### src/rtl/program_sequencer_pkg.sv
// Shared types and default widths for the program sequencer.
package program_sequencer_pkg;

    // Default geometry: 2048 x 16 program memory, 5-bit opcode in the top bits.
    localparam int unsigned DEF_ADDR_W   = 11;
    localparam int unsigned DEF_DATA_W   = 16;
    localparam int unsigned DEF_OPCODE_W = 5;

    // Opcode that stops sequencing; the halt word itself is never issued.
    localparam logic [DEF_OPCODE_W-1:0] HALT_OPCODE_DEF = 5'b00000;

    // Sequencer control states.
    typedef enum logic [1:0] {
        StIdle   = 2'b00,
        StFetch  = 2'b01,
        StIssue  = 2'b10,
        StHalted = 2'b11
    } seq_state_e;

endpackage

### src/rtl/pc_register.sv
// Program counter: async reset, parallel load, increment with natural wrap.
module pc_register #(
    parameter int unsigned ADDR_W   = 11,
    parameter int unsigned RESET_PC = 0
) (
    input  logic              clk,
    input  logic              reset,
    input  logic              load,
    input  logic [ADDR_W-1:0] load_value,
    input  logic              incr,
    output logic [ADDR_W-1:0] pc
);

    localparam logic [ADDR_W-1:0] RESET_VAL = ADDR_W'(RESET_PC);

    // Load wins over increment; increment wraps modulo 2^ADDR_W.
    always_ff @(posedge clk or posedge reset) begin
        if (reset) begin
            pc <= RESET_VAL;
        end else if (load) begin
            pc <= load_value;
        end else if (incr) begin
            pc <= pc + 1'b1;
        end
    end

endmodule

### src/rtl/program_sequencer.sv
// Fetch controller: owns the PC, latches instruction words from program
// memory and offers them to the datapath over a valid/ready handshake.
module program_sequencer
    import program_sequencer_pkg::*;
#(
    parameter int unsigned         ADDR_W      = DEF_ADDR_W,
    parameter int unsigned         DATA_W      = DEF_DATA_W,
    parameter int unsigned         OPCODE_W    = DEF_OPCODE_W,
    parameter logic [OPCODE_W-1:0] HALT_OPCODE = HALT_OPCODE_DEF,
    parameter int unsigned         RESET_PC    = 0,
    parameter int unsigned         CNT_W       = 16
) (
    input  logic              clk,
    input  logic              reset,
    input  logic              start,
    output logic [ADDR_W-1:0] pm_addr,
    input  logic [DATA_W-1:0] pm_data,
    output logic [DATA_W-1:0] instr,
    output logic              instr_valid,
    input  logic              instr_ready,
    input  logic              jump_en,
    input  logic [ADDR_W-1:0] jump_target,
    output logic              halted,
    output logic [CNT_W-1:0]  retired
);

    localparam logic [ADDR_W-1:0] RESET_VAL = ADDR_W'(RESET_PC);
    localparam logic [CNT_W-1:0]  CNT_MAX   = '1;

    seq_state_e state;

    logic              start_ok;
    logic              accept;
    logic              is_halt;
    logic              pc_load;
    logic              pc_incr;
    logic [ADDR_W-1:0] pc_load_value;

    // Decode handshake and control events from the current state.
    always_comb begin
        start_ok      = start && ((state == StIdle) || (state == StHalted));
        accept        = (state == StIssue) && instr_ready;
        is_halt       = (pm_data[DATA_W-1 -: OPCODE_W] == HALT_OPCODE);
        pc_load       = start_ok || (accept && jump_en);
        pc_incr       = accept && !jump_en;
        pc_load_value = start_ok ? RESET_VAL : jump_target;
    end

    pc_register #(
        .ADDR_W   (ADDR_W),
        .RESET_PC (RESET_PC)
    ) u_pc (
        .clk        (clk),
        .reset      (reset),
        .load       (pc_load),
        .load_value (pc_load_value),
        .incr       (pc_incr),
        .pc         (pm_addr)
    );

    // Sequencer FSM with registered instruction, valid, halted and retire count.
    always_ff @(posedge clk or posedge reset) begin
        if (reset) begin
            state       <= StIdle;
            instr       <= '0;
            instr_valid <= 1'b0;
            halted      <= 1'b0;
            retired     <= '0;
        end else begin
            unique case (state)
                StIdle: begin
                    if (start) begin
                        retired <= '0;
                        state   <= StFetch;
                    end
                end
                StFetch: begin
                    instr <= pm_data;
                    if (is_halt) begin
                        halted <= 1'b1;
                        state  <= StHalted;
                    end else begin
                        instr_valid <= 1'b1;
                        state       <= StIssue;
                    end
                end
                StIssue: begin
                    if (instr_ready) begin
                        instr_valid <= 1'b0;
                        state       <= StFetch;
                        if (retired != CNT_MAX) begin
                            retired <= retired + 1'b1;
                        end
                    end
                end
                StHalted: begin
                    if (start) begin
                        halted  <= 1'b0;
                        retired <= '0;
                        state   <= StFetch;
                    end
                end
                default: begin
                    state <= StIdle;
                end
            endcase
        end
    end

endmodule
### config.mk
export PLATFORM = sky130hd
export DESIGN_NAME = program_sequencer
export DESIGN_NICKNAME = d
export VERILOG_FILES = /design/src/rtl/program_sequencer_pkg.sv /design/src/rtl/pc_register.sv /design/src/rtl/program_sequencer.sv
export SDC_FILE = /design/constraint.sdc
export NUM_CORES = 1
export LEC_CHECK = 0
export ABC_AREA = 1
export CORE_MARGIN = 4
export CORE_UTILIZATION = 53
export CTS_BUF_LIST = sky130_fd_sc_hd__clkbuf_2 sky130_fd_sc_hd__clkbuf_4 sky130_fd_sc_hd__clkbuf_8
export CTS_CLUSTER_SIZE = 12
export DETAILED_ROUTE_END_ITERATION = 10
export PLACE_DENSITY = 0.93
export SLEW_MARGIN = 20
export SYNTH_ARGS = -nofsm -noshare
export SYNTH_HDL_FRONTEND = slang
export SYNTH_SLANG_ARGS = --single-unit
### constraint.sdc
create_clock -name clk -period 4.4 [get_ports clk]
set_input_delay 1.32 -clock clk [delete_from_list [all_inputs] [get_ports clk]]
set_output_delay 1.32 -clock clk [all_outputs]
set_load 0.02 [all_outputs]
==> results.cfg, run 1 <==
[clocking]
postCtsHoldBufs = 0
clock_path_buffers = 2
worstSkewPairLatency_ns = 0.29
htreeDepth = 2
cts_tree = yes
clk_transition_reported_paths_ns = 0.08
clock-root-buffer = sky130_fd_sc_hd__clkbuf_8
cts_resized = 0
clock_buffers_created_by_tritoncts = 5
cts_num_sinks = 47
post_cts_setup_bufs = 0

[power]
power_frac_seq = 0.323
power_report.internal_total_mw = 1.21
irDropWorstVdd_uv = 241
fin_total_pwr_mw = 2.23
swShare = 0.457
clock_power_share = 0.129
share_comb_of_total_power = 0.549
pwr_density_cell_mw_per_mm2 = 640
netSwitchingPower_mw = 1.02
power.leakage_nw = 1.57

[routing]
drt-total-wl_um = 6480
detail_route.vias_per_cell = 5.21
final_antenna_net_count = 0
wire_per_inst_um = 13.7
drc_errors = 0
vias = 2470
drt_first_pass_iters = 4
detailedRoute.firstIterationViolations = 111

[synth]
synth_top_area_share = 0.453
syn-num-nets = 368
post_synth.cell_area_avg_um2 = 7.87
netlist_area_mm2 = 0.00260
yosys_register_bits = 47
synth_cell_types = 32
synth_warnings = 0
synth_seq_area_share = 0.453
netlist_top_cells_area = sky130_fd_sc_hd__dfrtp_1 45%, sky130_fd_sc_hd__nand2_1 17%, sky130_fd_sc_hd__nand3_1 4.0%, sky130_fd_sc_hd__o21ai_2 4.0%, sky130_fd_sc_hd__nor2_1 3.9%
area_leader_netlist = sky130_fd_sc_hd__dfrtp_1
number_of_cells_produced_by_synthesis = 330

[layout]
final_cell_mix = 119 x sky130_fd_sc_hd__nand2_1, 76 x sky130_fd_sc_hd__clkdlybuf4s50_1, 47 x sky130_fd_sc_hd__dfrtp_1, 27 x sky130_fd_sc_hd__nor2_1, 24 x sky130_fd_sc_hd__inv_1
layout_commonest_cell = sky130_fd_sc_hd__nand2_1
design.final.nets = 444
layout-drive-gt1-share = 0.0811
insertedDiodeCount = 0
syn2layout_area_growth_pct = 34.4

[sta]
rsz0062_at_grt = false
finalCriticalPeriod_ns = 2.81
fin_setup_tns_ns = 0
timing.final.setup_violations = 0
worstMarginPinSlew_ns = 0.942
period_share = 0.639
achievable-frequency_ghz = 0.355
slew_violations = 0
slew-limit-headroom = 0.371
skew_ns = 0.00405
hold_viol = 0

[grt]
maximum_number_of_pins_on_one_net_before_global_route_repair = 48
globalRoute.totalOverflow = 0
grt_first_pass_wirelength_um = 11000
grt_util_all_layers = 0.223
grt_pass1_vias = 2475
antenna_found_initial = 0

[placed_design]
hpwlAfterDp_um = 4750
port_buffers = 76
place_congestion = 0.856

[job]
maxCapViolCount = 0

[floorplan]
floorplan.die_area_mm2 = 0.00608
design.core.area_mm2 = 0.00472
row_count = 25
fp.dieW_um = 78.0
die_outline_height_um = 78.0
pin_count = 77
initial_core_util = 0.550

[worst_setup_path]
end_kind = flip-flop
critical_path_class = input port to flip-flop
worstPathArrival_ns = 3.03
critical_path.startpoint_type = input port
worstPathRequired_ns = 4.61
timing.critical_path.fanout_max = 14

[worst_hold_path]
holdCritPathClass = flip-flop to flip-flop

[status]
run_status = complete, no violations
==> metal layers <==
layer | track usage | up-vias | wire, µm
li1 | - | 1206 | -
met1 | 0.278 | 1164 | 2690
met2 | 0.378 | 88 | 3300
met3 | 0.0499 | 12 | 389
met4 | 0.0787 | 0 | 106
met5 | 0 | - | 0
==> sequential cells by signal, indices dropped and copies added, names as in the netlist <==
name,count
retired,16
state,2
instr,16
instr_valid,1
u_pc.pc,11
halted,1
==> kinds of logic (layout without fill, tap and decap cells) <==
kind of cell,Yosys count,after routing,share of synthesized area
adders and majority gates,6,6,0.0289
DFF,47,47,0.453
buffers and inverters,34,111,0.0602
and+or+nand+nor,186,186,0.309
xor gates and xnor gates,10,10,0.0337
AOI/OAI and AO/OA,47,47,0.116
==> metrics by stage <==
step | hold slack (ns) | instances | util | setup slack (ns) | cell area, µm²
floorplan | 0.503 | 330 | - | 1.96 | 2600
global placement | 0.454 | 466 | 0.717 | 1.40 | 3390
detailed placement | 0.459 | 466 | 0.717 | 1.32 | 3390
CTS | 0.477 | 474 | 0.739 | 1.63 | 3490
global route | 0.496 | 474 | 0.739 | 1.45 | 3490
finish | 0.475 | 474 | 0.739 | 1.59 | 3490
==> worst paths after layout <==
check,to,slack [ns],start,depth (start not counted)
max reg2reg,halted,2.25,state[1],5
max in group asynchronous,instr[9],2.26,reset,2
min,instr[4],0.48,instr[4],2
max,u_pc.pc[5],1.59,start,7
min in group asynchronous,instr[6],1.55,reset,2
min reg2reg,instr[4],0.48,instr[4],2
==> power by group through the flow <==
stage | combinational, mW | sequential (mW) | clock (mW)
2_1_floorplan | 0.667 | 0.873 | 0
3_3_place_gp | 1.19 | 0.717 | 0
3_5_place_dp | 1.22 | 0.727 | 0
4_1_cts | 1.23 | 0.719 | 0.291
5_1_grt | 1.33 | 0.740 | 0.313
6_report | 1.23 | 0.720 | 0.287
==> cell usage after synthesis <==
cell / n
sky130_fd_sc_hd__nor3_1: 3
sky130_fd_sc_hd__clkbuf_1: 2
sky130_fd_sc_hd__nor2_2: 3
sky130_fd_sc_hd__buf_12: 1
sky130_fd_sc_hd__buf_1: 1
sky130_fd_sc_hd__xnor2_1: 4
sky130_fd_sc_hd__ha_1: 6
sky130_fd_sc_hd__nor2_1: 27
sky130_fd_sc_hd__nand2_2: 4
sky130_fd_sc_hd__nor2_4: 2
sky130_fd_sc_hd__nand2_4: 1
sky130_fd_sc_hd__nand4_4: 1
sky130_fd_sc_hd__a31oi_1: 2
sky130_fd_sc_hd__buf_6: 1
sky130_fd_sc_hd__o211ai_1: 1
sky130_fd_sc_hd__dfrtp_1: 47
sky130_fd_sc_hd__nand3_1: 21
sky130_fd_sc_hd__o21a_1: 1
sky130_fd_sc_hd__buf_2: 1
sky130_fd_sc_hd__a21oi_1: 12
sky130_fd_sc_hd__o21ai_0: 13
sky130_fd_sc_hd__a22oi_1: 3
sky130_fd_sc_hd__nand3_2: 1
sky130_fd_sc_hd__xor2_1: 6
sky130_fd_sc_hd__nand2_1: 119
sky130_fd_sc_hd__nand4_1: 4
sky130_fd_sc_hd__o21ai_2: 12
sky130_fd_sc_hd__o21ai_1: 1
sky130_fd_sc_hd__buf_4: 1
sky130_fd_sc_hd__inv_1: 25
sky130_fd_sc_hd__clkinv_1: 2
sky130_fd_sc_hd__o21bai_1: 2
==> critical path: stages <==
cell and delay, ns:
sky130_fd_sc_hd__clkdlybuf4s50_1 0.53, sky130_fd_sc_hd__nand2_1 0.12, sky130_fd_sc_hd__nand2_2 0.23, sky130_fd_sc_hd__nand2_2 0.17
sky130_fd_sc_hd__nor2_2 0.38, sky130_fd_sc_hd__a21oi_1 0.12, sky130_fd_sc_hd__a22oi_1 0.16
==> area by class of cell <==
cell class	instances	area [µm²]
clock buffer	8	104
fill	349	1230
inverter	27	101
multi-input combinational	249	1260
sequential	47	1180
tap	67	83.8
timing repair buffer	76	761
Note: power is estimated with default switching activity, not from simulation.
==> run 2: changes to the inputs <==
CORE_UTILIZATION = 44   (was 53)
PLACE_DENSITY = 0.83   (was 0.93)
clock period = 2.5 ns   (was 4.4 ns; I/O delays follow)
==> run 2 against run 1 <==
  * Worst setup slack lost 1.2 ns
  * Final cell count grew 2.3%
  * Critical path depth shrank 6
  * Die area grew 18%
  * Sequential cell count is the same
  * Register-to-register slack lost 1.6 ns
  * Via count shrank 1.3%
  * Final area grew 1.9%
  * Non-clock buffer count grew 6
  * Critical path type is now flip-flop to output pin
  * Largest power group unchanged
==> results.cfg, run 2 (same netlist as run 1, synthesis figures left out) <==
[worst_hold_path]
hold_path_depth = 2
hold_path_origin = instr[7]
holdCritPathClass = flip-flop to flip-flop
min_to = instr[7]

[routing]
detailedRoute.firstIterationViolations = 112
final_antenna_net_count = 0
drt_first_pass_iters = 4
wire_per_inst_um = 13.1
vias = 2437
drt-total-wl_um = 6360
detail_route.vias_per_cell = 5.02
drc_errors = 0

[worst_setup_path]
cp_cell_sequence = clkdlybuf4s50_1
worstPathArrival_ns = 1.41
worstReg2RegEnd = u_pc.pc[5]
reg2reg_setup_slack_ns = 0.61
cp_slowest_cell = sky130_fd_sc_hd__clkdlybuf4s50_1
worstPathRequired_ns = 1.75
worst_r2r_path_depth = 8
critical-path-top-delay-family = buffers and inverters
critical_path_class = flip-flop to output pin
end_kind = output pin
critical_path.startpoint_type = flip-flop
count_of_buffer_and_inverter_cells_on_the_critical_path = 1
rr_startpoint = state[0]
delay_contributed_by_the_slowest_stage_of_the_critical_path_ns = 0.65
timing.critical_path.fanout_max = 6

[clocking]
clk_transition_reported_paths_ns = 0.09
cts_tree = yes
clock_buffers_created_by_tritoncts = 5
worstSkewPairLatency_ns = 0.30
post_cts_setup_bufs = 0
cts_num_sinks = 47
htreeDepth = 2
postCtsHoldBufs = 0
clock_path_buffers = 2
cts_resized = 0
clock-root-buffer = sky130_fd_sc_hd__clkbuf_8

[power]
power.leakage_nw = 1.60
irDropWorstVdd_uv = 524
netSwitchingPower_mw = 1.80
share_comb_of_total_power = 0.545
pwr_density_cell_mw_per_mm2 = 1140
clock_power_share = 0.143
power_frac_seq = 0.312
fin_total_pwr_mw = 4.04
power_report.internal_total_mw = 2.24
swShare = 0.445

[layout]
layout_commonest_cell = sky130_fd_sc_hd__nand2_1
syn2layout_area_growth_pct = 36.9
biggestRegsByFlops = instr: 16 flops, retired: 16 flops, u_pc.pc: 11 flops
layout_utilization = 0.634
layout-drive-gt1-share = 0.0944
finish.cell_count_without_fillers = 485
insertedDiodeCount = 0
design_area_mm2 = 0.00356
final_cell_mix = 119 x sky130_fd_sc_hd__nand2_1, 76 x sky130_fd_sc_hd__clkdlybuf4s50_1, 47 x sky130_fd_sc_hd__dfrtp_1, 27 x sky130_fd_sc_hd__nor2_1, 24 x sky130_fd_sc_hd__inv_1
design.final.nets = 450

[floorplan]
pin_count = 77
floorplan.die_area_mm2 = 0.00720
row_count = 27
fp.dieW_um = 84.8
die_outline_height_um = 84.8
design.core.area_mm2 = 0.00561
initial_core_util = 0.463

[grt]
antenna_found_initial = 0
grt_pass1_vias = 2355
grt_util_all_layers = 0.179
globalRoute.totalOverflow = 0
grt_first_pass_wirelength_um = 10500
maximum_number_of_pins_on_one_net_before_global_route_repair = 22

[placed_design]
post-place-cells = 477
hpwlAfterDp_um = 4800
placedInstanceArea_mm2 = 0.00344
place_congestion = 0.861
preCtsSetupSlack_ns = 0.110
port_buffers = 76

[sta]
slew-limit-headroom = 0.673
skew_ns = 0.00919
fin_setup_tns_ns = 0
timing.final.setup_violations = 0
hold_viol = 0
final_critical_path_setup_slack_ns = 0.342
worstMarginPinSlew_ns = 0.487
final.hold.worst_slack_ns = 0.476
achievable-frequency_ghz = 0.463
period_share = 0.863
rsz0062_at_grt = false
finalCriticalPeriod_ns = 2.16
slew_violations = 0

[job]
maxCapViolCount = 0

[status]
run_status = complete, no violations
run 2: final cells by class:
cell class / instances / area [µm²]
Multi-Input combinational cell: 249 / 1260
Clock inverter: 2 / 35.0
Clock buffer: 6 / 82.6
Fill cell: 505 / 2050
Sequential cell: 47 / 1180
Tap cell: 72 / 90.1
Timing Repair Buffer: 82 / 806
Inverter: 27 / 101
run 2: metal layers:
layer / vias to the layer above / track usage / wire length [µm]
li1: 1219 / - / -
met1: 1144 / 0.224 / 2820
met2: 70 / 0.302 / 3120
met3: 4 / 0.0495 / 352
met4: 0 / 0.0532 / 63
met5: - / 0 / 0
run 2: worst max path at each step:
stage | startpoint | end | slack [ns] | cells past startpoint
finish | retired[3] | retired[3] | 0.34 | 1
global route | retired[13] | retired[13] | 0.25 | 1
CTS | retired[3] | retired[3] | 0.33 | 1
detailed placement | start | u_pc.pc[8] | 0.11 | 7
global placement | start | u_pc.pc[10] | 0.17 | 7
floorplan | reset | halted | 0.63 | 1
run 2: power by group through the flow:
stage	Clock, mW	Sequential, mW	Combinational, mW
4_1_cts	0.592	1.26	2.23
3_3_place_gp	0	1.26	2.16
5_1_grt	0.617	1.30	2.41
6_report	0.579	1.26	2.20
2_1_floorplan	0	1.54	1.17
3_5_place_dp	0	1.27	2.23
